[config.mk]
export PLATFORM = sky130hd
export DESIGN_NAME = usb_bit_stuffer
export DESIGN_NICKNAME = d
export VERILOG_FILES = /design/src/rtl/usb_tx_pkg.sv /design/src/rtl/usb_bit_stuffer_fsm.sv /design/src/rtl/usb_bit_stuffer.sv
export SDC_FILE = /design/constraint.sdc
export NUM_CORES = 1
export LEC_CHECK = 0
export ABC_AREA = 1
export CAP_MARGIN = 20
export CORE_AREA = 2 2 39 41
export DETAILED_ROUTE_END_ITERATION = 7
export DIE_AREA = 0 0 41 43
export SYNTH_ARGS = -nofsm -noshare
export SYNTH_HDL_FRONTEND = slang
export SYNTH_SLANG_ARGS = --single-unit
[constraint.sdc]
create_clock -name clk -period 1.4 [get_ports clk]
set_input_delay 0.28 -clock clk [delete_from_list [all_inputs] [get_ports clk]]
set_output_delay 0.28 -clock clk [all_outputs]
set_load 0.01 [all_outputs]
[src/rtl/usb_tx_pkg.sv]
// Shared transmit-path definitions for the USB bit stuffer and NRZI encoder.
// TRAILING_STUFF_EN adds the StStuffLast state for a stuff bit after the last data bit.
package usb_tx_pkg;

    localparam int unsigned MAX_RUN_DEFAULT = 6;

    // Line-level framing bits agreed with the NRZI encoder
    localparam logic STUFF_BIT = 1'b0;
    localparam logic IDLE_BIT  = 1'b0;

    typedef enum logic [1:0] {
        StIdle  = 2'd0,
        StSend  = 2'd1,
`ifdef TRAILING_STUFF_EN
        StStuff = 2'd2,
        StStuffLast = 2'd3
`else
        StStuff = 2'd2
`endif
    } stuff_state_t;

endpackage

[src/rtl/usb_bit_stuffer_fsm.sv]
// Bit-stuffer control FSM: sequencing, registered pause and start/end framing strobes.
// TRAILING_STUFF_EN enables the trailing stuff bit after a packet ending on a full run.
module usb_bit_stuffer_fsm
    import usb_tx_pkg::*;
(
    input  logic         clk_i,
    input  logic         rst_i,
    input  logic         start_i,
    input  logic         end_i,
    input  logic         run_hit_i,
    output stuff_state_t state_o,
    output logic         pause_o,
    output logic         start_nrzi_o,
    output logic         end_nrzi_o
);

    stuff_state_t cs, ns;
    logic pause_d, pause_q;
    logic start_d, start_q;
    logic end_d, end_q;

    always_comb begin
        ns      = cs;
        start_d = 1'b0;
        end_d   = 1'b0;
        unique case (cs)
            StIdle, StSend: begin
                if ((cs == StSend) || start_i) begin
                    start_d = (cs == StIdle);
                    if (end_i) begin
`ifdef TRAILING_STUFF_EN
                        if (run_hit_i) begin
                            ns = StStuffLast;
                        end else begin
                            ns    = StIdle;
                            end_d = 1'b1;
                        end
`else
                        ns    = StIdle;
                        end_d = 1'b1;
`endif
                    end else begin
                        ns = run_hit_i ? StStuff : StSend;
                    end
                end
            end
            StStuff: ns = StSend;
`ifdef TRAILING_STUFF_EN
            StStuffLast: begin
                ns    = StIdle;
                end_d = 1'b1;
            end
`endif
            default: ns = StIdle;
        endcase
`ifdef TRAILING_STUFF_EN
        pause_d = (ns == StStuff) || (ns == StStuffLast);
`else
        pause_d = (ns == StStuff);
`endif
    end

    always_ff @(posedge clk_i) begin
        if (rst_i) begin
            cs      <= StIdle;
            pause_q <= 1'b0;
            start_q <= 1'b0;
            end_q   <= 1'b0;
        end else begin
            cs      <= ns;
            pause_q <= pause_d;
            start_q <= start_d;
            end_q   <= end_d;
        end
    end

    assign state_o      = cs;
    assign pause_o      = pause_q;
    assign start_nrzi_o = start_q;
    assign end_nrzi_o   = end_q;

endmodule

[src/rtl/usb_bit_stuffer.sv]
// USB transmit bit stuffer: inserts a 0 after every MAX_RUN consecutive 1s.
// TRAILING_STUFF_EN also stuffs after a packet whose last bit completes a run.
module usb_bit_stuffer
    import usb_tx_pkg::*;
#(
    parameter int unsigned MAX_RUN = MAX_RUN_DEFAULT
) (
    input  logic clk,
    input  logic rst,
    input  logic s_in,
    input  logic start_stuffer,
    input  logic end_stuffer,
    output logic pause,
    output logic s_out,
    output logic start_nrzi,
    output logic end_nrzi
);

    localparam int unsigned CW = $clog2(MAX_RUN + 1);
    localparam logic [CW-1:0] RunMax = CW'(MAX_RUN);

    stuff_state_t state;
    logic          accept, run_hit, in_stuff;
    logic [CW-1:0] run_base, run_inc;
    logic [CW-1:0] run_cnt_d, run_cnt_q;
    logic          s_out_d, s_out_q;

    always_comb begin
        accept   = (state == StSend) || ((state == StIdle) && start_stuffer);
`ifdef TRAILING_STUFF_EN
        in_stuff = (state == StStuff) || (state == StStuffLast);
`else
        in_stuff = (state == StStuff);
`endif
        // A new packet counts its first bit from zero
        run_base  = (state == StIdle) ? '0 : run_cnt_q;
        run_inc   = run_base + CW'(1);
        run_hit   = accept && s_in && (run_inc == RunMax);
        run_cnt_d = '0;
        s_out_d   = IDLE_BIT;
        if (accept) begin
            s_out_d   = s_in;
            run_cnt_d = s_in ? run_inc : '0;
        end else if (in_stuff) begin
            s_out_d = STUFF_BIT;
        end
    end

    always_ff @(posedge clk) begin
        if (rst) begin
            run_cnt_q <= '0;
            s_out_q   <= 1'b0;
        end else begin
            run_cnt_q <= run_cnt_d;
            s_out_q   <= s_out_d;
        end
    end

    usb_bit_stuffer_fsm fsm (
        .clk_i       (clk),
        .rst_i       (rst),
        .start_i     (start_stuffer),
        .end_i       (end_stuffer),
        .run_hit_i   (run_hit),
        .state_o     (state),
        .pause_o     (pause),
        .start_nrzi_o(start_nrzi),
        .end_nrzi_o  (end_nrzi)
    );

    assign s_out = s_out_q;

endmodule

==> results.sh, run 1 <==
export IMPL_status="finished clean"
export IMPL_worstPathRequired_ns=1.58
export IMPL_cp_start_kind="flip-flop"
export IMPL_synth_top_family_by_area="simple AND/OR/NAND/NOR gates"
export IMPL_power_mw=0.520
export IMPL_yosys_top_cells_area="dfxtp_1, nand2_1, ha_1"
export IMPL_area_growth_pct=47.0
export IMPL_leakage_nw=0.296
export IMPL_port_buffers=8
export IMPL_clock_fmax_mhz=767
export IMPL_synthCells=43
export IMPL_multi_input_area_sq_um=165
export IMPL_pin_count=9
export IMPL_synthesis_area_sq_um=357
export IMPL_yosysWarnings=0
export IMPL_cp_max_fo=3
export IMPL_synth_simple_area_share=0.291
export IMPL_rows=14
export IMPL_relSlewSlack=0.877
export IMPL_gp_congestion=0.726
export IMPL_utilization=0.379
export IMPL_grt_pass1_vias=284
export IMPL_setup_slack_ns=0.0968
export IMPL_fill_cells=153
export IMPL_ff2ff_setup_slack_ns=0.1
export IMPL_clk_latency_ns=0.26
export IMPL_hold_buffers=0
export IMPL_ir_drop_mv=0.415
export IMPL_ys_seq_area_frac=0.505
export IMPL_fin_nets=65
export IMPL_dieArea_sq_mm=0.00176
export IMPL_die_w_um=41
export IMPL_placedInstanceArea_sq_um=464
export IMPL_drcViolationCount=0
export IMPL_critPathSlowestCell="dfxtp_1"
export IMPL_cts_buffer_depth=2
export IMPL_avgSynthCellArea_sq_um=8.29
export IMPL_htreeDepth=1
export IMPL_drt_pass1_iterations=3
export IMPL_numCtsBuffers=3
export IMPL_setup_viol=0
export IMPL_synth_nets=50
export IMPL_hold_viol_final=0
export IMPL_synth_fa_ha_area_frac=0.0702
export IMPL_grt_usage=0.0968
export IMPL_drive_above_1_share=0.298
export IMPL_cp_end_kind="flip-flop"
export IMPL_initial_core_util=0.258
export IMPL_crit_type="reg -> reg"
export IMPL_max_cap_viol_count=0
export IMPL_synthXorXnorAreaFrac=0
export IMPL_synth_compound_area_frac=0.0596
export IMPL_hp_class="reg -> reg"
export IMPL_fin_worst_skew_ns=0.00574
export IMPL_synthDistinctLibCells=14
export IMPL_crit_chain="o21a_1 -> ha_2 -> nand3b_1 -> nand2_1 -> nand2_2 -> nor3_2"
export IMPL_viasPerCell=4.12
export IMPL_max_stage_delay_ns=0.32
export IMPL_grt_first_pass_wirelength_um=1050
export IMPL_drt_iter0_drc=1
export IMPL_maxSlewViolCount=0
export IMPL_antenna_found_initial=0
export IMPL_period_minus_slack_ns=1.30
export IMPL_regArea_sq_um=181
export IMPL_dp_hpwl_um=486
export IMPL_power_density_mw_per_mm2=991
export IMPL_cts_root_buf="clkbuf_4"
export IMPL_ant_nets=0
export IMPL_cts_tree="built"
export IMPL_finalInstanceArea_sq_um=524
export IMPL_wire_per_inst_um=9.44
export IMPL_place_ws_ns=0.0382
export IMPL_yosysTopAreaCellShare=0.505
export IMPL_drt_wl_total_um=689
export IMPL_synth_seq_cells=9
export IMPL_tightest_slew_ns=0.184
export IMPL_grt_max_degree=6
export IMPL_die_height_um=43
export IMPL_overflow=0
export IMPL_synth_largest_area_cell="dfxtp_1"
export IMPL_clk_pin_slew_ns=0.06
export IMPL_antennaDiodeCount=0
export IMPL_critPathArrivalTime_ns=1.48
export IMPL_cts_sinks=9
export IMPL_core_area_sq_mm=0.00138
export IMPL_finalCritPeriodShare=0.931
export IMPL_synth_area_mux_share=0
export IMPL_vias=301
-- repair_timing --
item                                    CTS  global route
gates resized for setup                   0             9
endpoints found under the setup margin    0             7
setup buffers                             0             1
-- placed cells by master (no fill, tap or decap) --
cell and instances:
a21oi_1 1, a21oi_2 1, buf_4 2, clkbuf_1 1
clkbuf_4 3, clkdlybuf4s50_1 4, dfxtp_1 8, dfxtp_2 1
dlymetal6s2s_1 4, ha_1 1, ha_2 1, inv_1 5
inv_2 2, nand2_1 7, nand2_2 5, nand3_1 1
nand3b_1 1, nor2_1 5, nor3_2 2, nor3b_1 1
o21a_1 1
-- final timing paths --
kind | from | end | depth (start not counted)
max | fsm.state_o[0]$_SDFF_PP0_ | fsm.state_o[1]$_SDFF_PP0_ | 6
min | fsm.state_o[1]$_SDFF_PP0_ | fsm.state_o[0]$_SDFF_PP0_ | 2
min reg2reg | fsm.state_o[1]$_SDFF_PP0_ | fsm.state_o[0]$_SDFF_PP0_ | 2
max reg2reg | fsm.state_o[0]$_SDFF_PP0_ | fsm.state_o[1]$_SDFF_PP0_ | 6
-- worst max-delay path, delay by kind of cell, from the launching register on --
family	cells	cell delay, ns
and+or+nand+nor	4	0.48
DFF	1	0.32
adders and majority gates	1	0.19
AOI/OAI and AO/OA	1	0.22
-- per-layer routing --
layer / up-vias / track usage / share of wire
li1: 158 / - / -
met1: 132 / 0.0879 / 0.37
met2: 9 / 0.141 / 0.51
met3: 2 / 0.0785 / 0.10
met4: 0 / 0.0600 / 0.016
met5: - / 0 / 0
-- stage by stage --
stage / std cells / setup TNS, ns / hold WS (ns)
after floorplan: 43 / 0 / 0.342
after global placement: 68 / 0 / 0.505
after detailed placement: 68 / 0 / 0.500
after CTS: 72 / 0 / 0.505
after global routing: 73 / -0.00787 / 0.507
final: 73 / 0 / 0.495
-- state kept, by name (all words and copies together) (netlist names) --
register / cells
fsm.end_nrzi_o: 1
fsm.pause_o: 1
fsm.start_nrzi_o: 1
fsm.state_o: 2
run_cnt_q: 3
s_out: 1
-- where the power goes --
part,switching (mW),internal [mW],total (mW),leakage [nW]
Combinational,0.0236,0.0273,0.0509,0.207
Clock,0.0931,0.110,0.203,0.0150
Sequential,0.00213,0.264,0.266,0.0740
Total,0.119,0.401,0.520,0.296
-- final cells by class --
| class | instances | area share |
|---|---|---|
| multi-input combinational | 27 | 0.315 |
| timing repair buffer | 10 | 0.200 |
| clock buffer | 4 | 0.0501 |
| tap | 16 | 0.0382 |
| inverter | 7 | 0.0501 |
| sequential | 9 | 0.346 |
-- Yosys cell counts --
| cell | number |
|---|---|
| a21oi_1 | 1 |
| a21oi_2 | 1 |
| dfxtp_1 | 9 |
| ha_1 | 2 |
| inv_1 | 5 |
| inv_2 | 2 |
| nand2_1 | 8 |
| nand2_2 | 4 |
| nand3_1 | 1 |
| nand3b_1 | 1 |
| nor2_1 | 5 |
| nor3_1 | 2 |
| nor3b_1 | 1 |
| o21a_1 | 1 |
-- kinds of logic (layout without fill, tap and decap cells) --
| kind of cell | count (synthesis) | in the layout |
|---|---|---|
| buf+inv | 7 | 21 |
| flops | 9 | 9 |
| compound gates | 3 | 3 |
| fa+ha+maj | 2 | 2 |
| simple gates | 22 | 22 |
No activity file was read; power rests on OpenSTA's default activity.
==> run 2, diff against run 1 <==
--- a/config.mk
+++ b/config.mk
@@ -5,7 +5,7 @@
 export SDC_FILE = /design/constraint.sdc
 export NUM_CORES = 1
 export LEC_CHECK = 0
-export ABC_AREA = 1
+export ABC_AREA = 0
 export CAP_MARGIN = 20
 export CORE_AREA = 2 2 39 41
 export DETAILED_ROUTE_END_ITERATION = 7
==> run 2 against run 1 <==
Effect of this change:
- final cell count shrank 9.6%
- critical endpoint is now start_nrzi
- total power fell by 2.8%
- largest cell class unchanged
- clock power is 5% lower
- sequential share of layout area fell by 1.2 points
- final area is 2.9% higher
- maximum frequency shrank 4.0%
- core utilization up 1.1 points
==> results.sh, run 2 <==
export IMPL_synthDistinctLibCells=18
export IMPL_htreeDepth=1
export IMPL_drt_iter0_drc=6
export IMPL_hold_viol_final=0
export IMPL_maxSlewViolCount=0
export IMPL_hold_slack_ns=0.600
export IMPL_critPathArrivalTime_ns=1.08
export IMPL_fill_cells=137
export IMPL_use_met3=0.0942
export IMPL_viasPerCell=4.59
export IMPL_die_w_um=41
export IMPL_wire_per_inst_um=10.2
export IMPL_drt_wl_total_um=670
export IMPL_regMostFlops="run_cnt_q"
export IMPL_reg2regPathDepth=5
export IMPL_drive_above_1_share=0.260
export IMPL_synth_seq_cells=9
export IMPL_clock_fmax_mhz=737
export IMPL_crit_family="buffers and inverters"
export IMPL_port_buffers=8
export IMPL_hold_end="fsm.start_nrzi_o$_SDFF_PP0_"
export IMPL_clk_pin_slew_ns=0.05
export IMPL_cp_start_kind="flip-flop"
export IMPL_leakage_nw=0.274
export IMPL_postSynth_asyncResetShare=0
export IMPL_hold_buffers=0
export IMPL_cp_num_buf_inv=1
export IMPL_largest_register_ff_count=3
export IMPL_ff2ff_setup_slack_ns=0.08
export IMPL_synth_largest_area_cell="dfxtp_1"
export IMPL_period_minus_slack_ns=1.36
export IMPL_use_met2=0.138
export IMPL_cp_end_kind="primary output"
export IMPL_cts_sinks=9
export IMPL_power_density_mw_per_mm2=937
export IMPL_yosysTopAreaCellShare=0.512
export IMPL_grt_pass1_vias=274
export IMPL_synthFlopType="dfxtp_1"
export IMPL_critPathSlowestCell="clkdlybuf4s50_1"
export IMPL_pin_count=9
export IMPL_grt_first_pass_wirelength_um=1110
export IMPL_fin_nets=58
export IMPL_vias=303
export IMPL_crit_chain="clkdlybuf4s50_1"
export IMPL_max_cap_viol_count=0
export IMPL_ir_drop_mv=0.424
export IMPL_min_delay_start="fsm.state_o[1]$_SDFF_PP0_"
export IMPL_power_mw=0.505
export IMPL_antenna_found_initial=0
export IMPL_startpoint="fsm.start_nrzi_o$_SDFF_PP0_"
export IMPL_synthesis_area_sq_um=352
export IMPL_tightest_slew_ns=0.226
export IMPL_ant_nets=0
export IMPL_max_stage_delay_ns=0.52
export IMPL_utilization=0.390
export IMPL_initial_core_util=0.254
export IMPL_synth_edff_count=0
export IMPL_worstPathRequired_ns=1.12
export IMPL_overflow=0
export IMPL_rows=14
export IMPL_grt_usage=0.101
export IMPL_met1_usage=0.104
export IMPL_status="finished clean"
export IMPL_dp_hpwl_um=530
export IMPL_min_path_cells=2
export IMPL_antennaDiodeCount=0
export IMPL_area_growth_pct=53.4
export IMPL_crit_type="reg -> out"
export IMPL_reg2reg_from="fsm.state_o[0]$_SDFF_PP0_"
export IMPL_dieArea_sq_mm=0.00176
export IMPL_drt_pass1_iterations=4
export IMPL_cp_max_fo=1
export IMPL_yosysWarnings=0
export IMPL_drcViolationCount=0
export IMPL_final_cell_mix="dfxtp_1, clkdlybuf4s50_1, buf_4"
export IMPL_synthCells=33
export IMPL_hp_class="reg -> reg"
export IMPL_gp_congestion=0.647
export IMPL_cts_root_buf="clkbuf_4"
export IMPL_finalCritPeriodShare=0.970
export IMPL_ys_seq_area_frac=0.512
export IMPL_numCtsBuffers=3
export IMPL_yosys_top_cells_area="dfxtp_1, and3b_1, ha_1"
export IMPL_cts_buffer_depth=2
export IMPL_mostFrequentLayoutCell="dfxtp_1"
export IMPL_yosysMostFrequentCell="dfxtp_1"
export IMPL_relSlewSlack=0.848
export IMPL_cts_tree="built"
export IMPL_grt_max_degree=8
export IMPL_r2r_end="fsm.state_o[1]$_SDFF_PP0_"
export IMPL_fin_worst_skew_ns=0.00260
export IMPL_die_height_um=43
export IMPL_synth_nets=40
export IMPL_synthTopCellsByCount="dfxtp_1, and3b_1, nor3_1"
export IMPL_avgSynthCellArea_sq_um=10.7
export IMPL_clk_latency_ns=0.26
export IMPL_top_usage_layer="met2"
export IMPL_finalInstanceArea_sq_um=539
export IMPL_core_area_sq_mm=0.00138
export IMPL_setup_viol=0
export IMPL_placedInstanceArea_sq_um=489
[run 2: cell count changes in the layout (fill, tap and decap cells not counted), sizes merged, moves of 2 or more]
cell	change
and2	+2
nand2	-11
nor2	-4
buf	+3
a21oi	-2
and3b	+3
o21ai	+2
inv	-5
[run 2: worst max path at each step]
stage                                      endpoint  slack (ns)  cells after the start
after floorplan             run_cnt_q[2]$_SDFF_PP0_         0.1                      5
after global placement    fsm.state_o[1]$_SDFF_PP0_       -0.11                      3
after detailed placement  fsm.state_o[1]$_SDFF_PP0_       -0.14                      3
after CTS                                     pause        0.01                      1
after global routing      fsm.state_o[1]$_SDFF_PP0_     -0.0008                      5
final                                    start_nrzi        0.04                      1
[run 2: metrics by stage]
stage          setup TNS (ns)  setup WS, ns  instances
4_1_cts                     0        0.0134         66
5_1_grt             -0.000754     -0.000754         66
3_5_place_dp           -0.309        -0.139         62
3_3_place_gp           -0.205        -0.107         62
6_report                    0        0.0424         66
2_1_floorplan               0        0.0987         33
[run 2: routing by layer]
metal	part of all wire	wire length [um]	vias to the layer above
met1	0.44	296	141
met4	0	0	0
met5	0	0	-
li1	-	-	151
met2	0.46	311	11
met3	0.093	62	0
[run 2: timing repair]
item | in CTS | in global routing
setup endpoints to repair | 2 | 6
gates resized for setup | 2 | 6
setup buffers | 0 | 0
endpoints found under the hold margin | 0 | 0
pin swaps | 0 | 0
[run 2: where the power goes]
group | switching (mW) | leakage, nW | internal, mW
Clock | 0.0828 | 0.0150 | 0.109
Combinational | 0.0183 | 0.186 | 0.0288
Sequential | 0.00252 | 0.0734 | 0.264
Total | 0.104 | 0.274 | 0.402
[run 2: cell families after synthesis]
logic type / Yosys count / synth area share
AO/OA/AOI/OAI: 4 / 0.0747
XOR/XNOR: 1 / 0.0249
adder cells (fa/ha/maj): 2 / 0.0712
buffers and inverters: 2 / 0.0214
flip-flops: 9 / 0.512
multiplexers: 1 / 0.0285
AND/OR/NAND/NOR: 14 / 0.267
[run 2: cell type report]
class                           instances  area, sq um  area share
Clock buffer                            4         26.3      0.0487
Inverter                                2         7.51      0.0139
Multi-Input combinational cell         22          180       0.334
Sequential cell                         9          180       0.334
Tap cell                               16         20.0      0.0371
Timing Repair Buffer                   13          125       0.232
==> run 3, diff against run 2 <==
--- a/config.mk
+++ b/config.mk
@@ -5,7 +5,6 @@
 export SDC_FILE = /design/constraint.sdc
 export NUM_CORES = 1
 export LEC_CHECK = 0
-export ABC_AREA = 0
 export CAP_MARGIN = 20
 export CORE_AREA = 2 2 39 41
 export DETAILED_ROUTE_END_ITERATION = 7
==> results of run 3 <==
Same layout as run 2: the final DEF is identical, and so are final timing and power.
